[src/rtl/pool_pkg.sv]
// Shared types and constants for the 2x2 binary max-pool sequencer.
package pool_pkg;

  localparam int unsigned MAP_W_DEF   = 8;
  localparam int unsigned MAP_H_DEF   = 8;
  localparam int unsigned N_MAPS_DEF  = 32;
  localparam int unsigned WIN_PER_MAP = (MAP_W_DEF / 2) * (MAP_H_DEF / 2);
  localparam int unsigned TOTAL_WIN   = N_MAPS_DEF * WIN_PER_MAP;

  typedef enum logic [2:0] {
    IDLE  = 3'd0,
    ISSUE = 3'd1,
    DRAIN = 3'd2,
    EMIT  = 3'd3,
    FIN   = 3'd4
  } state_e;

  // Counter width that stays at least one bit for degenerate (size 1) ranges.
  function automatic int unsigned cnt_w(input int unsigned n);
    if (n <= 1) begin
      return 1;
    end else begin
      return $clog2(n);
    end
  endfunction

endpackage

[src/rtl/pool_addr_gen.sv]
// Window walker: map/row/col counters, linear output index and RAM address of
// the (dy,dx) sample selected by sel_i = {dy, dx}.
module pool_addr_gen
  import pool_pkg::*;
#(
  parameter int unsigned MAP_W  = MAP_W_DEF,
  parameter int unsigned MAP_H  = MAP_H_DEF,
  parameter int unsigned N_MAPS = N_MAPS_DEF,
  parameter int unsigned AW     = 11,
  parameter int unsigned OW     = 9
) (
  input  logic          clk,
  input  logic          rst,
  input  logic          clr_i,
  input  logic          adv_i,
  input  logic [1:0]    sel_i,
  output logic [AW-1:0] addr_o,
  output logic [OW-1:0] idx_o,
  output logic          last_o
);

  localparam int unsigned CW = cnt_w(MAP_W / 2);
  localparam int unsigned RW = cnt_w(MAP_H / 2);
  localparam int unsigned MW = cnt_w(N_MAPS);

  logic [CW-1:0] col_q, col_d;
  logic [RW-1:0] row_q, row_d;
  logic [MW-1:0] map_q, map_d;
  logic [OW-1:0] idx_q, idx_d;
  logic          col_max_s, row_max_s, map_max_s;

  always_comb begin
    col_max_s = (col_q == CW'(MAP_W / 2 - 1));
    row_max_s = (row_q == RW'(MAP_H / 2 - 1));
    map_max_s = (map_q == MW'(N_MAPS - 1));
    last_o    = col_max_s && row_max_s && map_max_s;
  end

  always_comb begin
    col_d = col_q;
    row_d = row_q;
    map_d = map_q;
    idx_d = idx_q;
    if (clr_i || (adv_i && last_o)) begin
      col_d = {CW{1'b0}};
      row_d = {RW{1'b0}};
      map_d = {MW{1'b0}};
      idx_d = {OW{1'b0}};
    end else if (adv_i) begin
      idx_d = idx_q + OW'(1);
      if (col_max_s) begin
        col_d = {CW{1'b0}};
        if (row_max_s) begin
          row_d = {RW{1'b0}};
          map_d = map_q + MW'(1);
        end else begin
          row_d = row_q + RW'(1);
        end
      end else begin
        col_d = col_q + CW'(1);
      end
    end else begin
      idx_d = idx_q;
    end
  end

  always_ff @(posedge clk or posedge rst) begin
    if (rst) begin
      col_q <= {CW{1'b0}};
      row_q <= {RW{1'b0}};
      map_q <= {MW{1'b0}};
      idx_q <= {OW{1'b0}};
    end else begin
      col_q <= col_d;
      row_q <= row_d;
      map_q <= map_d;
      idx_q <= idx_d;
    end
  end

  // {row,dy} and {col,dx} are 2r+dy and 2c+dx without a multiplier.
  always_comb begin
    addr_o = AW'(map_q) * AW'(MAP_W * MAP_H)
           + AW'({row_q, sel_i[1]}) * AW'(MAP_W)
           + AW'({col_q, sel_i[0]});
    idx_o  = idx_q;
  end

endmodule

[src/rtl/pool_sched.sv]
// 2x2 binary max-pool sequencer: reads each window, ORs it, streams one bit out.
// Optional POOL_SCHED_ONES_CNT_EN adds a ones_cnt output of accepted 1-windows.
module pool_sched
  import pool_pkg::*;
#(
  parameter int unsigned MAP_W  = MAP_W_DEF,
  parameter int unsigned MAP_H  = MAP_H_DEF,
  parameter int unsigned N_MAPS = N_MAPS_DEF,
  parameter int unsigned AW     = 11,
  parameter int unsigned RD_LAT = 2,
  parameter int unsigned OW     = 9
) (
  input  logic          clk,
  input  logic          rst,
  input  logic          start,
  output logic          busy,
  output logic          done,
  output logic          rd_en,
  output logic [AW-1:0] rd_addr,
  input  logic          rd_data,
  output logic          out_valid,
  input  logic          out_ready,
  output logic          out_bit,
  output logic [OW-1:0] out_idx
`ifdef POOL_SCHED_ONES_CNT_EN
  ,
  output logic [OW:0]   ones_cnt
`endif
);

  state_e state_q, state_d;
  logic [1:0]        iss_q, iss_d;
  logic [1:0]        cap_q, cap_d;
  logic [3:0]        smp_q, smp_d;
  logic [RD_LAT-1:0] vld_q, vld_d;
  logic              cap_s, hs_s, enter_s, last_s;
  logic [AW-1:0]     addr_s;
  logic [OW-1:0]     idx_s;

  pool_addr_gen #(
    .MAP_W (MAP_W),
    .MAP_H (MAP_H),
    .N_MAPS(N_MAPS),
    .AW    (AW),
    .OW    (OW)
  ) u_addr (
    .clk   (clk),
    .rst   (rst),
    .clr_i (state_q == FIN),
    .adv_i (hs_s),
    .sel_i (iss_q),
    .addr_o(addr_s),
    .idx_o (idx_s),
    .last_o(last_s)
  );

  always_ff @(posedge clk or posedge rst) begin
    if (rst) begin
      state_q <= IDLE;
    end else begin
      state_q <= state_d;
    end
  end

  // Leaving DRAIN is keyed to the fourth returned sample, not a cycle count.
  always_comb begin
    state_d = state_q;
    case (state_q)
      IDLE:    if (start) state_d = ISSUE; else state_d = IDLE;
      ISSUE:   if (iss_q == 2'd3) state_d = DRAIN; else state_d = ISSUE;
      DRAIN:   if (cap_s && (cap_q == 2'd3)) state_d = EMIT; else state_d = DRAIN;
      EMIT: begin
        if (out_ready) begin
          if (last_s) state_d = FIN; else state_d = ISSUE;
        end else begin
          state_d = EMIT;
        end
      end
      FIN:     state_d = IDLE;
      default: state_d = IDLE;
    endcase
  end

  always_comb begin
    busy      = 1'b0;
    done      = 1'b0;
    rd_en     = 1'b0;
    rd_addr   = {AW{1'b0}};
    out_valid = 1'b0;
    out_bit   = 1'b0;
    out_idx   = idx_s;
    case (state_q)
      IDLE:  busy = 1'b0;
      ISSUE: begin
        busy    = 1'b1;
        rd_en   = 1'b1;
        rd_addr = addr_s;
      end
      DRAIN: busy = 1'b1;
      EMIT: begin
        busy      = 1'b1;
        out_valid = 1'b1;
        out_bit   = |smp_q;
      end
      FIN:     done = 1'b1;
      default: busy = 1'b0;
    endcase
  end

  always_comb begin
    hs_s    = (state_q == EMIT) && out_ready;
    cap_s   = vld_q[RD_LAT-1];
    enter_s = (state_q != ISSUE) && (state_d == ISSUE);
    vld_d    = vld_q;
    vld_d[0] = (state_q == ISSUE);
    for (int i = 1; i < RD_LAT; i++) begin
      vld_d[i] = vld_q[i-1];
    end
    if (state_q == ISSUE) begin
      iss_d = iss_q + 2'd1;
    end else begin
      iss_d = 2'd0;
    end
    cap_d = cap_q;
    smp_d = smp_q;
    if (enter_s) begin
      cap_d = 2'd0;
      smp_d = 4'd0;
    end else if (cap_s) begin
      cap_d        = cap_q + 2'd1;
      smp_d[cap_q] = rd_data;
    end else begin
      cap_d = cap_q;
    end
  end

  always_ff @(posedge clk or posedge rst) begin
    if (rst) begin
      iss_q <= 2'd0;
      cap_q <= 2'd0;
      smp_q <= 4'd0;
      vld_q <= {RD_LAT{1'b0}};
    end else begin
      iss_q <= iss_d;
      cap_q <= cap_d;
      smp_q <= smp_d;
      vld_q <= vld_d;
    end
  end

`ifdef POOL_SCHED_ONES_CNT_EN
  logic [OW:0] ones_q, ones_d;

  always_comb begin
    if ((state_q == IDLE) && start) begin
      ones_d = {(OW+1){1'b0}};
    end else if (hs_s && (|smp_q)) begin
      ones_d = ones_q + (OW+1)'(1);
    end else begin
      ones_d = ones_q;
    end
    ones_cnt = ones_q;
  end

  always_ff @(posedge clk or posedge rst) begin
    if (rst) begin
      ones_q <= {(OW+1){1'b0}};
    end else begin
      ones_q <= ones_d;
    end
  end
`endif

endmodule

[config.mk]
export PLATFORM = sky130hd
export DESIGN_NAME = pool_sched
export DESIGN_NICKNAME = d
export VERILOG_FILES = /design/src/rtl/pool_pkg.sv /design/src/rtl/pool_addr_gen.sv /design/src/rtl/pool_sched.sv
export SDC_FILE = /design/constraint.sdc
export NUM_CORES = 1
export LEC_CHECK = 0
export BUFFER_PORTS_ARGS = -buffer_cell sky130_fd_sc_hd__buf_2
export CAP_MARGIN = 20
export CORE_MARGIN = 1.5
export CORE_UTILIZATION = 50
export CTS_BUF_LIST = sky130_fd_sc_hd__clkbuf_16
export DETAILED_ROUTE_END_ITERATION = 8
export PLACE_DENSITY = 0.75
export RECOVER_POWER = 50
export SYNTH_ARGS = -nofsm -noshare
export SYNTH_HDL_FRONTEND = slang
export SYNTH_HIERARCHICAL = 1
export SYNTH_SLANG_ARGS = --single-unit
export TNS_END_PERCENT = 5
[constraint.sdc]
create_clock -name clk -period 1.9 [get_ports clk]
set_input_delay 0.38 -clock clk [delete_from_list [all_inputs] [get_ports clk]]
set_output_delay 0.38 -clock clk [all_outputs]
set_load 0.005 [all_outputs]
# == Word level (Yosys, flattened, before mapping) ==
# Index checks and enable logic that the tools add are counted.
# word_totals
ff_bits,31
latch_bits,0
ram_bits,0
mem_bits_ro,0
input_bits,5
out_inout_bits,25
memories,0
# classes
addsub,8
n_mul,0
div,0
order_cmp,2
n_eq_ne,11
shift,0
mux,33
bitwise,0
reduce_logical,17
# op_table
cell,count
2-bit two-way mux,11
5-bit two-way mux,4
9-bit two-way mux,2
3-bit case mux with 4 select lines,1
11-bit by 3-bit adder with 11-bit output,1
11-bit by 6-bit adder with 11-bit output,1
11-bit two-way mux,1
9-bit by 1-bit adder with 9-bit output (second input constant),1
2-bit by 1-bit adder with 2-bit output (second input constant),4
2-bit equality test (second input constant),4
1-bit two-way mux,8
4-bit two-way mux,2
2-bit nonzero test,4
1-bit logical AND,7
3-bit by 1-bit equality test with 1-bit output (second input constant),2
3-bit by 2-bit equality test with 1-bit output (second input constant),2
3-bit two-way mux,2
5-bit by 1-bit adder with 5-bit output (second input constant),1
5-bit equality test (second input constant),1
4-bit bitwise mux,1
4-bit OR reduction,1
3-bit equality test (second input constant),1
3-bit zero test,1
2-bit by 3-bit < comparator with 1-bit output (second input constant),1
7 further kinds,7

# == Logic depth before layout (Yosys ltp) ==
# Gate-level depths: netlist of run 1.
# logic_depth
depth_word,9
depth_mapped,9
depth_no_buf,9

# == Hierarchy ==
# The synthesis of run 1 kept the hierarchy.
# by_module_without_submodules
module,n_inst,cells_each,area_per_inst_um2
pool_addr_gen,1,99,955.9
pool_sched,1,79,763.2

# == Least setup slack after synthesis of run 1 ==
# No wires, ideal clock.
# synth_timing
path_kind,register to register
startpoint,register u_addr.map_q[0]
endpoint,register cap_q[0]
arrival_ns,1.989
required_ns,1.767
slack_ns,-0.221
stages_incl_launch_ff,10
n_path_buf,0
cell_sequence,dfrtp_1 > ha_1 > and3_1 > ha_1 > nand3_1 > inv_1 > and2b_1 > a31oi_1 > a311oi_4 > nor2_1
# synth_via
elab_chain_len,8
elab_cells_between_ends,9
cone_classes,eq/ne (2); mux (4); reduce/logical (3)
# synth_rtl
element,line,rtl
from (decl),pool_addr_gen.sv:28,"logic [MW-1:0] map_q, map_d;"
from (signal assigned),pool_addr_gen.sv:71,map_q <= {MW{1'b0}};
from (signal assigned),pool_addr_gen.sv:76,map_q <= map_d;
5-bit equality test *,pool_addr_gen.sv:35,map_max_s = (map_q == MW'(N_MAPS - 1));
1-bit logical AND *,pool_addr_gen.sv:36,last_o = col_max_s && row_max_s && map_max_s;
net last_s,pool_sched.sv:36,"logic cap_s, hs_s, enter_s, last_s;"
3-bit two-way mux *,pool_sched.sv:74,if (last_s) state_d = FIN; else state_d = ISSUE;
3-bit two-way mux *,pool_sched.sv:73,if (out_ready) begin
3-bit case mux with 4 select lines *,pool_sched.sv:68,case (state_q)
3-bit by 1-bit equality test with 1-bit output *,pool_sched.sv:113,enter_s = (state_q != ISSUE) && (state_d == ISSUE);
1-bit logical AND *,pool_sched.sv:113,
2-bit two-way mux / 2-bit nonzero test (equally long branches),-,
to (signal assigned),pool_sched.sv:145,cap_q <= cap_d;
to (decl),pool_sched.sv:33,"logic [1:0] cap_q, cap_d;"
# Mark *: on every way through the listed nets, which the timed path passes. The rest lies on a longest branch.
# A chain may end at the register's enable or synchronous reset.

# == Worst setup path in the final report of run 1 ==
# layout_timing
startpoint,register u_addr.map_q[0]
endpoint,register cap_q[1]
# The elaborated chain is that of the path after synthesis.

==> metrics.md, run 1 <==
| Metric | Value |
|---|---|
| Die Y | 61.64 µm |
| Post-CTS Setup Repair Bufs | 0 |
| Critical Path AT | 2060 ps |
| Nets@finish | 233 |
| Ports | 30 |
| Synth top area cells | dfrtp_1 45%, ha_1 7.3%, a21oi_1 5.5%, and2_1 5.1%, nand2_1 3.7% |
| Syn nets | 193 |
| Worst IR drop on VDD | 0.6142 mV |
| Routability cong. | 0.7935 |
| Area grow syn2layout | 24.60% |
| Clk sinks | 31 |
| Leakage power | 1.045 nW |
| Clk_skew | 4.501 ps |
| Overflow after GRT | 0 |
| Starting DRT DRC Count | 95 |
| CTS tree | yes |
| Async set-reset flop share out of synthesis | 100.0% |
| Status | finished, violations left |
| Period Utilization, post-route | 101.0% |
| Die width | 61.64 µm |
| Initial antenna violation count | 0 |
| Via count | 1417 |
| Setup tns final | -59.39 ps |
| Slew headroom | 49.85% |
| Pin count of the biggest net entering global routing | 19 |
| Starting Density | 51.93% |
| Vias in the first global route | 1309 |
| Syn_area_per_cell | 9.658 µm² |
| Yosys reg bits | 31 |
| IO Port Bufs | 29 |
| Final WS setup | -18.29 ps |
| Total track usage | 21.02% |
| Maxcap violations | 0 |
| Final-report hold violation count | 0 |
| Placement Setup Slack | -35.65 ps |
| # rows | 21 |
| Area leader, netlist | dfrtp_1 |
| Post-Syn Instances | 178 |
| EDFF count, synth | 0 |
| RSZ-0062 raised after global routing | yes |
| Synth cell types | 39 |
| Total CTS buffers | 5 |
| Pre-antenna DRT Iters | 4 |
| Share of layout cells above drive strength 1 | 27.40% |
| Final setup viols | 5 |
| Critical path class | flop to flop |
| Finished Core Util | 64.70% |
| Antenna Nets Post-Route | 0 |
| Dominant synthesized flop cell | dfrtp_1 |
| Hold Crit Class | primary input to asynchronous set/reset pin |
| Register area share after synthesis | 45.12% |
| Synth top area share | 45.12% |
| Clk slew on worst S/H paths | 50 ps |
| H-tree depth | 2 |
| Clock buffer depth | 2 |
| CTS Root Buffer Type | clkbuf_16 |
| Hold Buf Count CTS | 0 |
| Critical Path Source Type | flop |
| Vias per cell | 5.347 |
| Synth warn | 6 |
| Failing checks | setup timing |
| Worst Max-Slew Pin Slew | 751.5 ps |
| Mapped cell area | 0.001719 mm² |
| Antenna fix cells | 0 |
| Slew Limit Fails | 0 |
| Tmin final | 1918 ps |
| Core area | 0.003311 mm² |
| Max Clock Freq | 521.3 MHz |
| Full die area | 0.003799 mm² |
| Remaining DRCs | 0 |
| Global-route wire length before repair | 5.775 mm |
| Worst Setup End Kind | flop |
| Worst skew pair latency | 280 ps |
| Req. time, crit path | 2040 ps |
| HPWL after detailed placement | 2.642 mm |
| Routed WL per cell | 13.84 µm |
| Worst-path fanout max | 6 |
| WL final | 3.668 mm |
| PwrDens | 1299 mW/mm² |
[routing by layer]
layer	global-route usage (%)	wire length, µm	up-vias
met5	0	0	-
met4	8.511	51	0
met3	5.672	151	6
met2	34.29	1898	27
met1	26.43	1566	683
li1	-	-	701
[synth_stat cells, drive strengths merged (2+ instances only)]
cell type / n
dfrtp: 31
a21oi: 19
nand2: 17
and2: 15
nand3: 12
nor2: 11
ha: 10
inv: 6
o21ai: 6
buf: 5
nand2b: 5
or3: 4
a31oi: 3
clkbuf: 3
mux2i: 3
nor2b: 3
and2b: 2
and3: 2
nand3b: 2
nand4: 2
o2111ai: 2
or3b: 2
or4: 2
xor2: 2
[worst paths after layout]
path	start	end	slack [ps]	depth (start not counted)
hold reg to reg	vld_q[0]$_DFF_PP0_	vld_q[1]$_DFF_PP0_	350	0
setup reg to reg	u_addr/map_q[0]$_DFFE_PP0P_	cap_q[1]$_DFFE_PP0P_	-20	9
hold / removal	rst	state_q[2]$_DFF_PP0_	120	2
min in group clk	vld_q[0]$_DFF_PP0_	vld_q[1]$_DFF_PP0_	350	0
setup / recovery	u_addr/map_q[0]$_DFFE_PP0P_	cap_q[1]$_DFFE_PP0P_	-20	9
max in group asynchronous	rst	u_addr/idx_o[7]$_DFFE_PP0P_	1190	2
[registers in the layout (all words and copies together) (netlist names)]
register	flops
vld_q	2
cap_q	2
iss_q	2
smp_q	4
u_addr/col_q	2
u_addr/idx_o	9
u_addr/row_q	2
state_q	3
u_addr/map_q	5
[cell type report]
type                            instances  area, µm²
Fill cell                             293       1169
Sequential cell                        31      775.7
Clock buffer                            5      125.1
Multi-Input combinational cell        133      913.4
Clock inverter                          3      12.51
Inverter                                6      22.52
Tap cell                               46      57.56
Timing Repair Buffer                   41      235.2
[report_power, final]
part / switching, W / total [W] / internal [W] / leakage [nW]
clock: 0.000270 / 0.000741 / 0.000472 / 0.0762
sequential: 0.000177 / 0.00103 / 0.000850 / 0.401
combinational: 0.000520 / 0.00101 / 0.000494 / 0.568
total: 0.000967 / 0.00278 / 0.00182 / 1.04
[cells in the final DEF (no fill, tap or decap), types with 4 or more instances in the layout]
cell type / count
dfrtp_1: 31
buf_2: 29
a21oi_1: 19
nand2_1: 17
and2_1: 14
buf_4: 12
nor2_1: 10
nand3_1: 9
inv_1: 8
ha_1: 8
o21ai_0: 6
nand2b_1: 5
clkbuf_16: 5
or3_1: 4
[kinds of logic after synthesis]
logic type      synth area share [%]
simple gates                   27.07
xor+xnor                       1.529
mux                            1.747
buf+inv                        4.221
flops                          45.12
compound gates                 13.03
fa+ha+maj                      7.278
[critical path, stage by stage (launching register included)]
cell and delay [ps]:
dfrtp_1 380, ha_2 200, and3_4 180, ha_4 160
nand3_4 70, inv_1 50, and2b_1 200, a31oi_2 110
a311oi_4 330, nor2_1 90
[through the flow]
stage | hold WS [ps] | total power (W) | instance area, µm² | std cells
floorplan | 257.0 | 0.001718 | 1747 | 178
global placement | 335.2 | 0.001957 | 1989 | 257
detailed placement | 343.6 | 0.002032 | 1989 | 257
CTS | 144.7 | 0.002807 | 2141 | 265
global route | 189.0 | 0.002966 | 2142 | 265
finish | 124.6 | 0.002782 | 2142 | 265
[what timing repair did]
item,4_1_cts,5_1_grt
endpoints found under the setup margin,17,10
resized for setup,4,1
gates cloned,0,0
pin swaps,0,0
Note: power is estimated with default switching activity, not from simulation.
==> run 2: changes to the inputs <==
MAX_ROUTING_LAYER = met4   (was default)
==> run 2 against run 1 <==
Against the previous run: the flow still finishes with violations (setup timing); worst hold slack better by 1.5 ps; combinational power about the same; clock power barely moved; wire length about the same; total power barely moved; sequential share of layout area did not move; critical path depth did not move; clock skew about the same; die area stayed put; via count hardly changed; register-to-register slack about the same; sequential cell count is the same.
==> metrics.md, run 2 (synthesized netlist as in run 1, its figures left out) <==
| Metric | Value |
|---|---|
| RSZ-0062 raised after global routing | yes |
| Share of layout cells above drive strength 1 | 27.40% |
| Placed inst area | 0.001989 mm² |
| Pin count of the biggest net entering global routing | 19 |
| Reg area | 775.7 µm² |
| Routed WL per cell | 13.85 µm |
| Failing checks | setup timing |
| CTS Root Buffer Type | clkbuf_16 |
| Fill cells | 293 |
| Setup tns final | -45.04 ps |
| Slew Limit Fails | 0 |
| Slew headroom | 49.53% |
| Total CTS buffers | 5 |
| Clk slew on worst S/H paths | 50 ps |
| Worst Max-Slew Pin Slew | 756.2 ps |
| Hold Crit Class | primary input to asynchronous set/reset pin |
| Clock buffer depth | 2 |
| Routability cong. | 0.8048 |
| Final setup viols | 4 |
| Antenna fix cells | 0 |
| Int Power | 0.001815 W |
| Clock group share of total power | 26.7% |
| Critical path class | flop to flop |
| Worst Setup End Kind | flop |
| Tmin final | 1915 ps |
| Max reg flops | 9 |
| Area grow syn2layout | 24.60% |
| Sw Share | 34.73% |
| Pre-antenna DRT Iters | 4 |
| Nets@finish | 233 |
| Fin area | 0.002142 mm² |
| Initial antenna violation count | 0 |
| Antenna Nets Post-Route | 0 |
| Core area | 0.003311 mm² |
| Finished Core Util | 64.70% |
| Multi-input logic area | 913.4 µm² |
| WL final | 3.671 mm |
| Clk sinks | 31 |
| Comb pwr share | 36.4% |
| Post-CTS Setup Repair Bufs | 0 |
| Clk_skew | 4.519 ps |
| Full die area | 0.003799 mm² |
| Die Y | 61.64 µm |
| Remaining DRCs | 0 |
| Worst IR drop on VDD | 0.6098 mV |
| Most common cell after layout, fill and taps aside | dfrtp_1 |
| Starting DRT DRC Count | 81 |
| Seq pwr share | 36.9% |
| Global-route wire length before repair | 5.782 mm |
| Ports | 30 |
| Commonest non-fill, non-tap cells in the layout | 31 x dfrtp_1, 29 x buf_2, 19 x a21oi_1 |
| Maxcap violations | 0 |
| Placed Cells | 257 |
| Via count | 1416 |
| Period Utilization, post-route | 100.8% |
| Worst skew pair latency | 280 ps |
| Hold Buf Count CTS | 0 |
| Final WS setup | -15.41 ps |
| Leakage power | 1.045 nW |
| Final Non-Filler Cells | 265 |
| H-tree depth | 2 |
| CTS tree | yes |
| Final-report hold violation count | 0 |
| Critical Path Source Type | flop |
| Total track usage | 21.68% |
| IO Port Bufs | 29 |
| Max Clock Freq | 522.1 MHz |
| PwrDens | 1298 mW/mm² |
| # rows | 21 |
| Starting Density | 51.93% |
| Worst-path fanout max | 6 |
| Vias in the first global route | 1307 |
| Final Power | 0.002781 W |
| Req. time, crit path | 2040 ps |
| Die width | 61.64 µm |
| Vias per cell | 5.343 |
| Status | finished, violations left |
| Critical Path AT | 2060 ps |
| P_sw | 0.0009657 W |
| HPWL after detailed placement | 2.642 mm |
| Overflow after GRT | 0 |
==> run 2: power groups by stage <==
stage,sequential (W),combinational (W),clock (W)
floorplan,0.000986,0.000732,0
global placement,0.00101,0.000942,0
detailed placement,0.00104,0.000992,0
CTS,0.00103,0.00103,0.000750
global route,0.00106,0.00114,0.000767
finish,0.00103,0.00101,0.000742
==> run 2: critical path, stage by stage (launching register included) <==
cell and delay, ps:
dfrtp_1 380, ha_2 200, and3_4 180, ha_4 160, nand3_4 70, inv_1 60, and2b_1 200, a31oi_2 110
a311oi_4 330, nor2_1 90
==> run 2: per-layer routing <==
metal,global-route usage [%],vias to the layer above,part of all wire [%]
li1,-,701,-
met1,26.43,681,43
met2,34.29,28,52
met3,5.672,6,4.1
met4,8.511,0,1.4
met5,-,-,0
==> run 2: worst paths after layout <==
check | startpoint | endpoint | slack [ps] | cells after the start
max | u_addr/map_q[0]$_DFFE_PP0P_ | cap_q[1]$_DFFE_PP0P_ | -20 | 9
min | rst | state_q[2]$_DFF_PP0_ | 130 | 2
max reg2reg | u_addr/map_q[0]$_DFFE_PP0P_ | cap_q[1]$_DFFE_PP0P_ | -20 | 9
min reg2reg | vld_q[0]$_DFF_PP0_ | vld_q[1]$_DFF_PP0_ | 350 | 0
max in group asynchronous | rst | u_addr/map_q[1]$_DFFE_PP0P_ | 1180 | 2
min in group clk | vld_q[0]$_DFF_PP0_ | vld_q[1]$_DFF_PP0_ | 350 | 0
==> run 2: final cells by class <==
type / count / share of cell area [%]
multi-input combinational: 133 / 42.64
sequential: 31 / 36.22
timing repair buffer: 41 / 10.98
clock buffer: 5 / 5.841
tap: 46 / 2.687
inverter: 6 / 1.051
clock inverter: 3 / 0.5841
==> run 2: per-stage QoR <==
stage               hold WS, ps  worst slack (ps)
finish                    126.1            -15.41
global route              189.0            -130.2
CTS                       144.7            -5.743
detailed placement        343.6            -35.65
global placement          335.2             31.98
floorplan                 257.0            -9.770
==> run 2: what timing repair did <==
item,4_1_cts,5_1_grt
endpoints found under the setup margin,17,10
pin swaps,0,0
endpoints found under the hold margin,0,0
gates resized for setup,4,1
